`src/rtl/muldiv_unit.sv`:
```
// Iterative multiply/divide unit with HI/LO registers: radix-2 shift-add multiply,
// restoring divide on operand magnitudes, sign fix-up in a final cycle.
module muldiv_unit #(
  parameter int WIDTH = 32
) (
  input  logic             clk,
  input  logic             rst,
  input  logic             start,
  input  logic [2:0]       op,
  input  logic [WIDTH-1:0] a,
  input  logic [WIDTH-1:0] b,
  output logic             busy,
  output logic             done,
  output logic             div_by_zero,
  output logic [WIDTH-1:0] hi,
  output logic [WIDTH-1:0] lo
);

  localparam int CW = $clog2(WIDTH + 1);
  localparam logic [CW-1:0] CNT_LAST = CW'(WIDTH - 1);

  localparam logic [1:0] S_IDLE = 2'd0;
  localparam logic [1:0] S_RUN  = 2'd1;
  localparam logic [1:0] S_FIX  = 2'd2;

  logic [1:0]         state_q, state_d;
  logic [CW-1:0]      cnt_q, cnt_d;
  logic [2*WIDTH-1:0] acc_q, acc_d;
  logic [WIDTH-1:0]   opnd_q, opnd_d;
  logic               is_div_q, is_div_d;
  logic               neg_q, neg_d;
  logic               rem_neg_q, rem_neg_d;
  logic [WIDTH-1:0]   hi_q, hi_d;
  logic [WIDTH-1:0]   lo_q, lo_d;
  logic               done_q, done_d;
  logic               dbz_q, dbz_d;

  logic               signed_op, a_neg, b_neg;
  logic [WIDTH-1:0]   a_mag, b_mag;
  logic [WIDTH:0]     mul_sum;
  logic [WIDTH:0]     div_rem_ext;
  logic               div_ge;
  logic [WIDTH-1:0]   div_diff;
  logic [2*WIDTH-1:0] prod_fix;
  logic [WIDTH-1:0]   quot_fix, rem_fix;

  // op 0 (mult) and op 2 (div) are the signed variants
  assign signed_op = ~op[0];
  assign a_neg     = signed_op & a[WIDTH-1];
  assign b_neg     = signed_op & b[WIDTH-1];
  assign a_mag     = a_neg ? -a : a;
  assign b_mag     = b_neg ? -b : b;

  // Multiply: acc = {partial sum, remaining multiplier bits}; add then shift right.
  assign mul_sum = {1'b0, acc_q[2*WIDTH-1:WIDTH]} + (acc_q[0] ? {1'b0, opnd_q} : '0);

  // Divide: acc = {partial remainder, remaining dividend / quotient bits}; shift left then trial-subtract.
  // The remainder after a successful subtract is below the divisor, so W bits of the difference suffice.
  assign div_rem_ext = acc_q[2*WIDTH-1:WIDTH-1];
  assign div_ge      = div_rem_ext >= {1'b0, opnd_q};
  assign div_diff    = acc_q[2*WIDTH-2:WIDTH-1] - opnd_q;

  assign prod_fix = neg_q ? -acc_q : acc_q;
  assign quot_fix = neg_q ? -acc_q[WIDTH-1:0] : acc_q[WIDTH-1:0];
  assign rem_fix  = rem_neg_q ? -acc_q[2*WIDTH-1:WIDTH] : acc_q[2*WIDTH-1:WIDTH];

  always_comb begin
    state_d   = state_q;
    cnt_d     = cnt_q;
    acc_d     = acc_q;
    opnd_d    = opnd_q;
    is_div_d  = is_div_q;
    neg_d     = neg_q;
    rem_neg_d = rem_neg_q;
    hi_d      = hi_q;
    lo_d      = lo_q;
    done_d    = 1'b0;
    dbz_d     = dbz_q;

    case (state_q)
      S_IDLE: begin
        if (start) begin
          case (op)
            3'd0, 3'd1, 3'd2, 3'd3: begin
              is_div_d  = op[1];
              neg_d     = a_neg ^ b_neg;
              rem_neg_d = a_neg;
              if (op[1]) begin
                acc_d  = {{WIDTH{1'b0}}, a_mag};
                opnd_d = b_mag;
              end else begin
                acc_d  = {{WIDTH{1'b0}}, b_mag};
                opnd_d = a_mag;
              end
              cnt_d   = '0;
              dbz_d   = 1'b0;
              state_d = S_RUN;
            end
            3'd4: begin
              hi_d   = a;
              dbz_d  = 1'b0;
              done_d = 1'b1;
            end
            3'd5: begin
              lo_d   = a;
              dbz_d  = 1'b0;
              done_d = 1'b1;
            end
            default: ;
          endcase
        end
      end

      S_RUN: begin
        if (is_div_q) begin
          acc_d = div_ge ? {div_diff, acc_q[WIDTH-2:0], 1'b1}
                         : {acc_q[2*WIDTH-2:0], 1'b0};
        end else begin
          acc_d = {mul_sum, acc_q[WIDTH-1:1]};
        end
        cnt_d = cnt_q + CW'(1);
        if (cnt_q == CNT_LAST) state_d = S_FIX;
      end

      S_FIX: begin
        if (is_div_q) begin
          hi_d  = rem_fix;
          lo_d  = quot_fix;
          dbz_d = (opnd_q == '0);
        end else begin
          hi_d  = prod_fix[2*WIDTH-1:WIDTH];
          lo_d  = prod_fix[WIDTH-1:0];
          dbz_d = 1'b0;
        end
        done_d  = 1'b1;
        state_d = S_IDLE;
      end

      default: state_d = S_IDLE;
    endcase
  end

  always_ff @(posedge clk) begin
    if (rst) begin
      state_q   <= S_IDLE;
      cnt_q     <= '0;
      acc_q     <= '0;
      opnd_q    <= '0;
      is_div_q  <= 1'b0;
      neg_q     <= 1'b0;
      rem_neg_q <= 1'b0;
      hi_q      <= '0;
      lo_q      <= '0;
      done_q    <= 1'b0;
      dbz_q     <= 1'b0;
    end else begin
      state_q   <= state_d;
      cnt_q     <= cnt_d;
      acc_q     <= acc_d;
      opnd_q    <= opnd_d;
      is_div_q  <= is_div_d;
      neg_q     <= neg_d;
      rem_neg_q <= rem_neg_d;
      hi_q      <= hi_d;
      lo_q      <= lo_d;
      done_q    <= done_d;
      dbz_q     <= dbz_d;
    end
  end

  assign busy        = (state_q != S_IDLE);
  assign done        = done_q;
  assign div_by_zero = dbz_q;
  assign hi          = hi_q;
  assign lo          = lo_q;

endmodule

```
`config.mk`:
```
export PLATFORM = sky130hd
export DESIGN_NAME = muldiv_unit
export DESIGN_NICKNAME = d
export VERILOG_FILES = /design/src/rtl/muldiv_unit.sv
export SDC_FILE = /design/constraint.sdc
export NUM_CORES = 1
export LEC_CHECK = 0
export CORE_ASPECT_RATIO = 0.9
export CORE_MARGIN = 1.5
export CORE_UTILIZATION = 30
export CTS_CLUSTER_SIZE = 20
export DETAILED_ROUTE_END_ITERATION = 10
export DONT_BUFFER_PORTS = 1
export PLACE_DENSITY = 0.5
export REMOVE_ABC_BUFFERS = 1
export SETUP_SLACK_MARGIN = 0.05
export SKIP_CTS_REPAIR_TIMING = 1
export SYNTH_ARGS = -nofsm -noshare
export SYNTH_HDL_FRONTEND = slang
export SYNTH_SLANG_ARGS = --single-unit
```
`constraint.sdc`:
```
create_clock -name clk -period 3.8 [get_ports clk]
set_clock_uncertainty 0.1 [all_clocks]
set_input_delay 0.19 -clock clk [delete_from_list [all_inputs] [get_ports clk]]
set_output_delay 0.19 -clock clk [all_outputs]
set_load 0.05 [all_outputs]
```
* Word level (Yosys, flattened, before mapping)
Cells that the tools add are included.
Storage, ports and cells: output and inout bits 67, bits in registers 173, input bits 70, logic and storage cells 88
Operators by class: reduce and logical (&&, ||, !) cells 15, $lt $le $gt $ge 1, eq/ne operators 14, mux-type cells 35, bitwise logic cells 4, add/subtract/negate cells 8
Operators with widths (number):
- $mux W32 | 13
- $mux W64 | 5
- $neg A32 Y32 | 4
- $pmux W32 S2 | 2
- $pmux W64 S2 | 1
- $neg A64 Y64 | 1
- $add A32 B32 Y33 | 1
- $ge A33 B32 Y1 | 1
- $logic_not A32 Y1 | 1
- $sub A32 B32 Y32 | 1
- $reduce_and A3 Y1 | 6
- $mux W6 | 2
- $pmux W6 S2 | 1
- $add A6 B1 Y6 const B | 1
- $eq A3 B2 Y1 const B | 2
- $eq A3 B3 Y1 const B | 2
- $eq A6 B5 Y1 const B | 1
- $mux W2 | 3
- $ne A2 B1 Y1 const B | 3
- $ne A2 B2 Y1 const B | 3
- $reduce_bool A2 Y1 | 3
- $reduce_or A6 Y1 | 1
- $mux W1 | 5
- $pmux W1 S2 | 2
- 11 further kinds | 12

* Logic depth before layout (Yosys ltp)
Gate-level depths: netlist of run 1.
depth in word-level cells 7, gate-level depth with buffers 14, depth with buffers taken out 13

* Least setup slack after synthesis of run 1
No wires, ideal clock.
path type reg-to-reg, start register acc_q[61], end register acc_q[55], setup slack 0.694 ns, buffers on the path 1, period minus slack after synthesis 3.106 ns, required time 3.565 ns, arrival time 2.871 ns, setup time 0.135 ns, cell stages (with the launch flop) 12, cells stage by stage dfxtp_1 > ha_1 > a21o_1 > a211o_1 > a31oi_1 > nand3b_1 > a211o_1 > nand2_1 > clkbuf_1 > nor2_1 > a222oi_1 > o21ai_0
Between the ends: cells in the longest elaborated chain, start to end 4
RTL lines:
- start: declaration | RTL line 28 | logic [2*WIDTH-1:0] acc_q, acc_d;
- start signal: assignment | RTL line 147 | acc_q <= '0;
- start signal: assignment | RTL line 159 | acc_q <= acc_d;
- $ge A33 B32 Y1 | RTL line 60 | assign div_ge = div_rem_ext >= {1'b0, opnd_q};
- $mux W64 | RTL line 116 | acc_d = div_ge ? {div_diff, acc_q[WIDTH-2:0], 1'b1}
- $mux W64 | RTL line 115 | if (is_div_q) begin
- $pmux W64 S2 | RTL line 80 | case (state_q)
No other way between the ends. A chain may end at the register's enable or synchronous reset.

* Final worst setup path of run 1
start register acc_q[10], end register hi_q[22] (netlist: hi[22])
Between the ends: cells in the longest elaborated chain, start to end 4
RTL lines:
- $neg A64 Y64 | RTL line 63 | assign prod_fix = neg_q ? -acc_q : acc_q;
- $mux W64 | RTL line 63
- $mux W32 | RTL line 126 | if (is_div_q) begin
- $pmux W32 S2 | RTL line 80
- end signal: assignment | RTL line 164 | hi_q <= hi_d;
- end: declaration | RTL line 33 | logic [WIDTH-1:0] hi_q, hi_d;
No other way between the ends.

==> flow_summary.yaml, run 1 <==
global_routing:
  grt_pass1_vias: 14560
  grt_pass1_wl_um: 93390
  grt_max_degree: 139
  track_usage: 0.2391
  grt_overflow: 0
  antenna_found_initial: 1
yosys:
  synth.largest_area_cell: "dfxtp_1"
  ys_ff_latch: 173
  synthMostInstantiatedCell: "nor2_1"
  syn_avg_cell_area_um2: 7.150
  synthTopCellsByArea: "dfxtp_1 23%, nor2_1 7.2%, a21oi_1 6.8%, ha_1 5.8%, nand2_1 5.2%"
  ys.flop_type: "dfxtp_1"
  synth_edf_count: 0
  async_reset_ff_frac: 0
  yosysSeqAreaShare: 0.2328
  synth.top_cells.by_count: "286 x nor2_1, 205 x nand2_1, 201 x a21oi_1, 173 x dfxtp_1, 129 x o21ai_0"
  synth_top_cell_area_share: 0.2328
  syn_inst: 2081
  synth-warning-count: 0
  synthDistinctLibCells: 72
  netlist_area_mm2: 0.01488
worst_setup_path:
  start_kind: "flop"
  r2r-end: "hi[22]"
  worstSetupPathType: "reg -> reg"
  cp.arrival_ns: 3.90
  r2r_start: "acc_q[10]"
  worstRegToRegCells: 9
  critPathCaptureType: "flop"
  crit_fanout: 8
  regToRegSetupSlack_ns: 0.20
  cp.required_ns: 4.10
clocking:
  clkSlewWorstSetupHoldPaths_ns: 0.07
  root_buffer: "clkbuf_16"
  h-tree-depth: 4
  cts_tree: "done"
  cts_sinks: 173
  clk_path_buf_depth: 2
  cts_buffers: 17
  clk-insertion-delay-late_ns: 0.47
power:
  p_leak_uw: 0.006496
  ir_worst_vdd_v: 0.0003390
  power.density_mw_per_mm2: 336.1
flow_run:
  max_cap_violations: 0
timing:
  max_freq_mhz: 278.0
  drv_slew: 0
  period_needed_ns: 3.597
  max-slew-margin-rel: 0.1689
  setup_violations: 0
  hold_viol: 17
  tns_ns: 0
  hold_ws_ns: -0.04873
  fin_crit_sh: 0.9466
  setup_slack_ns: 0.2029
  rsz0062_at_grt: "no"
  max_slew.worst_pin.slew_ns: 1.241
place:
  io_buffers: 0
  dp_slack_ns: 0.1265
  hpwl_um: 48170
  dpl_cell_area_mm2: 0.01586
  place.gp.congestion: 0.9565
status:
  violations: "hold timing"
  status: "finished, violations left"
finish:
  drive_gt1_frac: 0.07777
  fin_nets: 2224
  nFillCells: 5232
  final_cell_area_mm2: 0.01694
  area_delta_synth_final_pct: 13.85
floorplan:
  core_area_mm2: 0.04904
  dieArea_mm2: 0.05094
  die_width_um: 237.8
  die_h_um: 214.3
  num_rows: 77
  initial_utilization: 0.3034
  num_io_pins: 137
drt:
  vias_per_cell: 5.878
  final_antenna_net_count: 0
  routed_wl_um: 64420
  route.detailed.drc: 0
  via_count: 16040
  drt-initial-drc-count: 1872
  wl_per_cell_um: 23.60
  first_pass_iters: 6
hold_path:
  hold_end: "lo[27]"
  hp-class: "in -> reg"
  min_from: "a[27]"
  holdPathStages: 4
## state kept, by name, indices dropped and copies added (netlist names)
signal,count
state_q,2
cnt_q,6
neg_q,1
acc_q,64
rem_neg_q,1
done,1
is_div_q,1
lo,32
div_by_zero,1
opnd_q,32
hi,32
## area by class of cell
cell class	count	area [um2]	area share
diodes	1	2.502	0.0001477
clock buffers	19	442.9	0.02615
repair buffers	125	1091	0.06441
multi-input cells	1698	10660	0.6290
well taps	632	790.8	0.04668
clock inverters	13	236.5	0.01396
flip-flops and latches	173	3466	0.2046
inverters	68	255.2	0.01507
## where the power goes
part / switching (uW) / total [uW] / internal, uW
Combinational: 932 / 1500 / 572
Sequential: 170 / 2060 / 1890
Clock: 872 / 2130 / 1260
## worst max-delay path: stages, from the launching register on
cell	delay, ns
dfxtp_1	0.40
or4_4	0.60
or3_4	0.40
or4_4	0.64
o21ai_2	0.36
nand3_1	0.21
nand3_1	0.13
o31ai_1	0.09
o31ai_1	0.41
a22o_1	0.18
## cells by family (layout without fill, tap and decap cells)
kind of cell / after synthesis / after routing / share of synthesized area
other: 0 / 1 / 0
flip-flops: 173 / 173 / 0.2328
AO/OA/AOI/OAI: 649 / 649 / 0.2788
XOR/XNOR: 169 / 169 / 0.09948
multiplexers: 71 / 71 / 0.04818
buffers and inverters: 210 / 225 / 0.05441
AND/OR/NAND/NOR: 738 / 738 / 0.2256
adder cells (fa/ha/maj): 71 / 71 / 0.06071
## placed cells by master (no fill, tap or decap), types with 13 or more instances in the layout
| master | n |
|---|---|
| nor2_1 | 283 |
| nand2_1 | 205 |
| a21oi_1 | 201 |
| dfxtp_1 | 171 |
| o21ai_0 | 128 |
| buf_4 | 87 |
| xor2_1 | 86 |
| xnor2_1 | 82 |
| ha_1 | 69 |
| inv_1 | 68 |
| mux2i_1 | 66 |
| a211oi_1 | 60 |
| nor3_1 | 59 |
| dlygate4sd3_1 | 33 |
| a21o_1 | 30 |
| nand3_1 | 29 |
| nor4_1 | 28 |
| nand4_1 | 27 |
| o31ai_1 | 26 |
| o22ai_1 | 22 |
| a22oi_1 | 22 |
| o211ai_1 | 21 |
| or3_1 | 18 |
| a31oi_1 | 18 |
| clkbuf_16 | 17 |
| o41ai_1 | 14 |
| o21bai_1 | 13 |
| o21a_1 | 13 |
## routing by layer
layer	GRT usage	vias to the layer above	wire length [um]
met2	0.3519	718	27050
met4	0.06709	0	1491
li1	-	7515	-
met5	0	-	0
met1	0.3467	7721	29860
met3	0.05227	86	6022
## through the flow
step,utilization,cells,total power [uW],hold WS [ns]
2_1_floorplan,-,1939,3006,0.1591
3_3_place_gp,0.3233,2660,3481,0.2133
3_5_place_dp,0.3233,2660,3480,0.2175
4_1_cts,0.3372,2692,5598,-0.2801
5_1_grt,0.3454,2729,5917,0.0007470
6_report,0.3454,2729,5694,-0.04873
## how the worst max path moves through the flow
stage               startpoint        end  depth (start not counted)
detailed placement    acc_q[0]  acc_q[56]                         14
global placement      acc_q[0]  acc_q[56]                         14
global route          acc_q[0]  acc_q[56]                         14
finish               acc_q[10]     hi[22]                          9
CTS                   acc_q[0]  acc_q[56]                         14
floorplan           state_q[1]     hi[13]                          3
Note: power is estimated with default switching activity, not from simulation.
==> inputs of run 2 (changes only) <==
PLACE_DENSITY = 0.51   (was 0.5)
clock period = 3.15 ns   (was 3.8 ns; I/O delays follow)
==> flow_summary.yaml, run 2 (same netlist as run 1, synthesis figures left out) <==
status:
  status: "finished, violations left"
  violations: "hold timing"
global_routing:
  busiest_layer: "met2"
  met1_usage: 0.3509
  use_met3: 0.05896
  grt_overflow: 0
  grt_max_degree: 139
  grt_pass1_wl_um: 95910
  antenna_found_initial: 0
  met2_usage: 0.3708
  track_usage: 0.2458
  grt_pass1_vias: 15320
drt:
  vias_per_cell: 5.812
  first_pass_iters: 8
  wl_per_cell_um: 23.07
  drt-initial-drc-count: 1861
  via_count: 16870
  routed_wl_um: 66940
  final_antenna_net_count: 0
  route.detailed.drc: 0
floorplan:
  num_io_pins: 137
  die_width_um: 237.8
  initial_utilization: 0.3034
  die_h_um: 214.3
  core_area_mm2: 0.04904
  num_rows: 77
  dieArea_mm2: 0.05094
finish:
  drive_gt1_frac: 0.1912
  layoutNonFillerInstCount: 2902
  largest_register_ffs: 64
  fin_nets: 2398
  final_cell_area_mm2: 0.01888
  area_delta_synth_final_pct: 26.90
  top_register: "acc_q"
  diodes: 0
  layout_common_cells: "275 x nor2_1, 240 x buf_4, 201 x nand2_1, 188 x a21oi_1, 165 x dfxtp_1"
  final_common_cell: "nor2_1"
timing:
  hold_viol: 21
  max-slew-margin-rel: 0.2622
  setup_violations: 0
  hold_ws_ns: -0.06826
  period_needed_ns: 3.135
  fin_crit_sh: 0.9952
  drv_slew: 0
  tns_ns: 0
  max_slew.worst_pin.slew_ns: 1.098
  max_freq_mhz: 319.0
  rsz0062_at_grt: "yes"
place:
  dp.cells: 2806
  dpl_cell_area_mm2: 0.01698
  place.gp.congestion: 0.9526
  hpwl_um: 50080
  io_buffers: 0
worst_setup_path:
  critPathCaptureType: "flop"
  cp.required_ns: 3.43
  crit_fanout: 5
  worstSetupPathType: "reg -> reg"
  cp_num_buf_inv: 0
  cp.arrival_ns: 3.42
  path_cells: "or4_4, or3_4, or4_4, nor2_2, nor2_1, o31ai_2, xor2_1, a211o_1, a21oi_1"
  path_delay_family: "simple AND/OR/NAND/NOR gates"
  slowest_delay_ns: 0.57
  start_kind: "flop"
  path_common_cell: "or4_4"
  cp_slowest_cell: "or4_4"
clocking:
  root_buffer: "clkbuf_16"
  clk_path_buf_depth: 2
  clkSlewWorstSetupHoldPaths_ns: 0.08
  clk-insertion-delay-late_ns: 0.46
  cts_tree: "done"
  h-tree-depth: 4
  cts_buffers: 17
  cts_sinks: 173
power:
  power.density_mw_per_mm2: 363.3
  p_leak_uw: 0.007429
  p_total_uw: 6860
  ir_worst_vdd_v: 0.0004183
hold_path:
  hp-class: "in -> reg"
flow_run:
  max_cap_violations: 0
[run 2: stage by stage]
step | setup WS, ns | util
3_5_place_dp | -0.05937 | 0.3462
5_1_grt | -0.07440 | 0.3850
4_1_cts | -0.1072 | 0.3579
3_3_place_gp | -0.06077 | 0.3462
2_1_floorplan | -0.5708 | -
6_report | 0.01500 | 0.3850
[run 2: final timing paths]
path                                 start         end  slack (ns)  depth (start not counted)
worst max-delay path             acc_q[10]      hi[28]        0.02                          9
worst min-delay path                 a[27]      lo[27]       -0.07                          4
worst max register to register   acc_q[10]      hi[28]        0.02                          9
worst min register to register  opnd_q[30]  opnd_q[30]        0.37                          2
[run 2: cell type report]
type                            count  area (um2)
Fill cell                        5099       30160
Tap cell                          632       790.8
Sequential cell                   173        3478
Clock buffer                       18       439.2
Multi-Input combinational cell   1698       11280
Clock inverter                     14       136.4
Inverter                           68       260.3
Timing Repair Buffer              299        2500
[run 2: per-layer routing]
layer	part of all wire	wire length, um
met5	0	0
met4	0.021	1432
met3	0.095	6383
met2	0.43	28800
met1	0.45	30330
[run 2: power by group]
part / switching (uW) / internal, uW
clock: 1070 / 1120
sequential: 166 / 2280
combinational: 1300 / 920
[run 2: worst register-to-register path, cell delays in order, from the launching register on]
cell	delay (ns)
dfxtp_2	0.33
or4_4	0.57
or3_4	0.38
or4_4	0.56
nor2_2	0.11
nor2_1	0.06
o31ai_2	0.38
xor2_1	0.13
a211o_1	0.31
a21oi_1	0.13
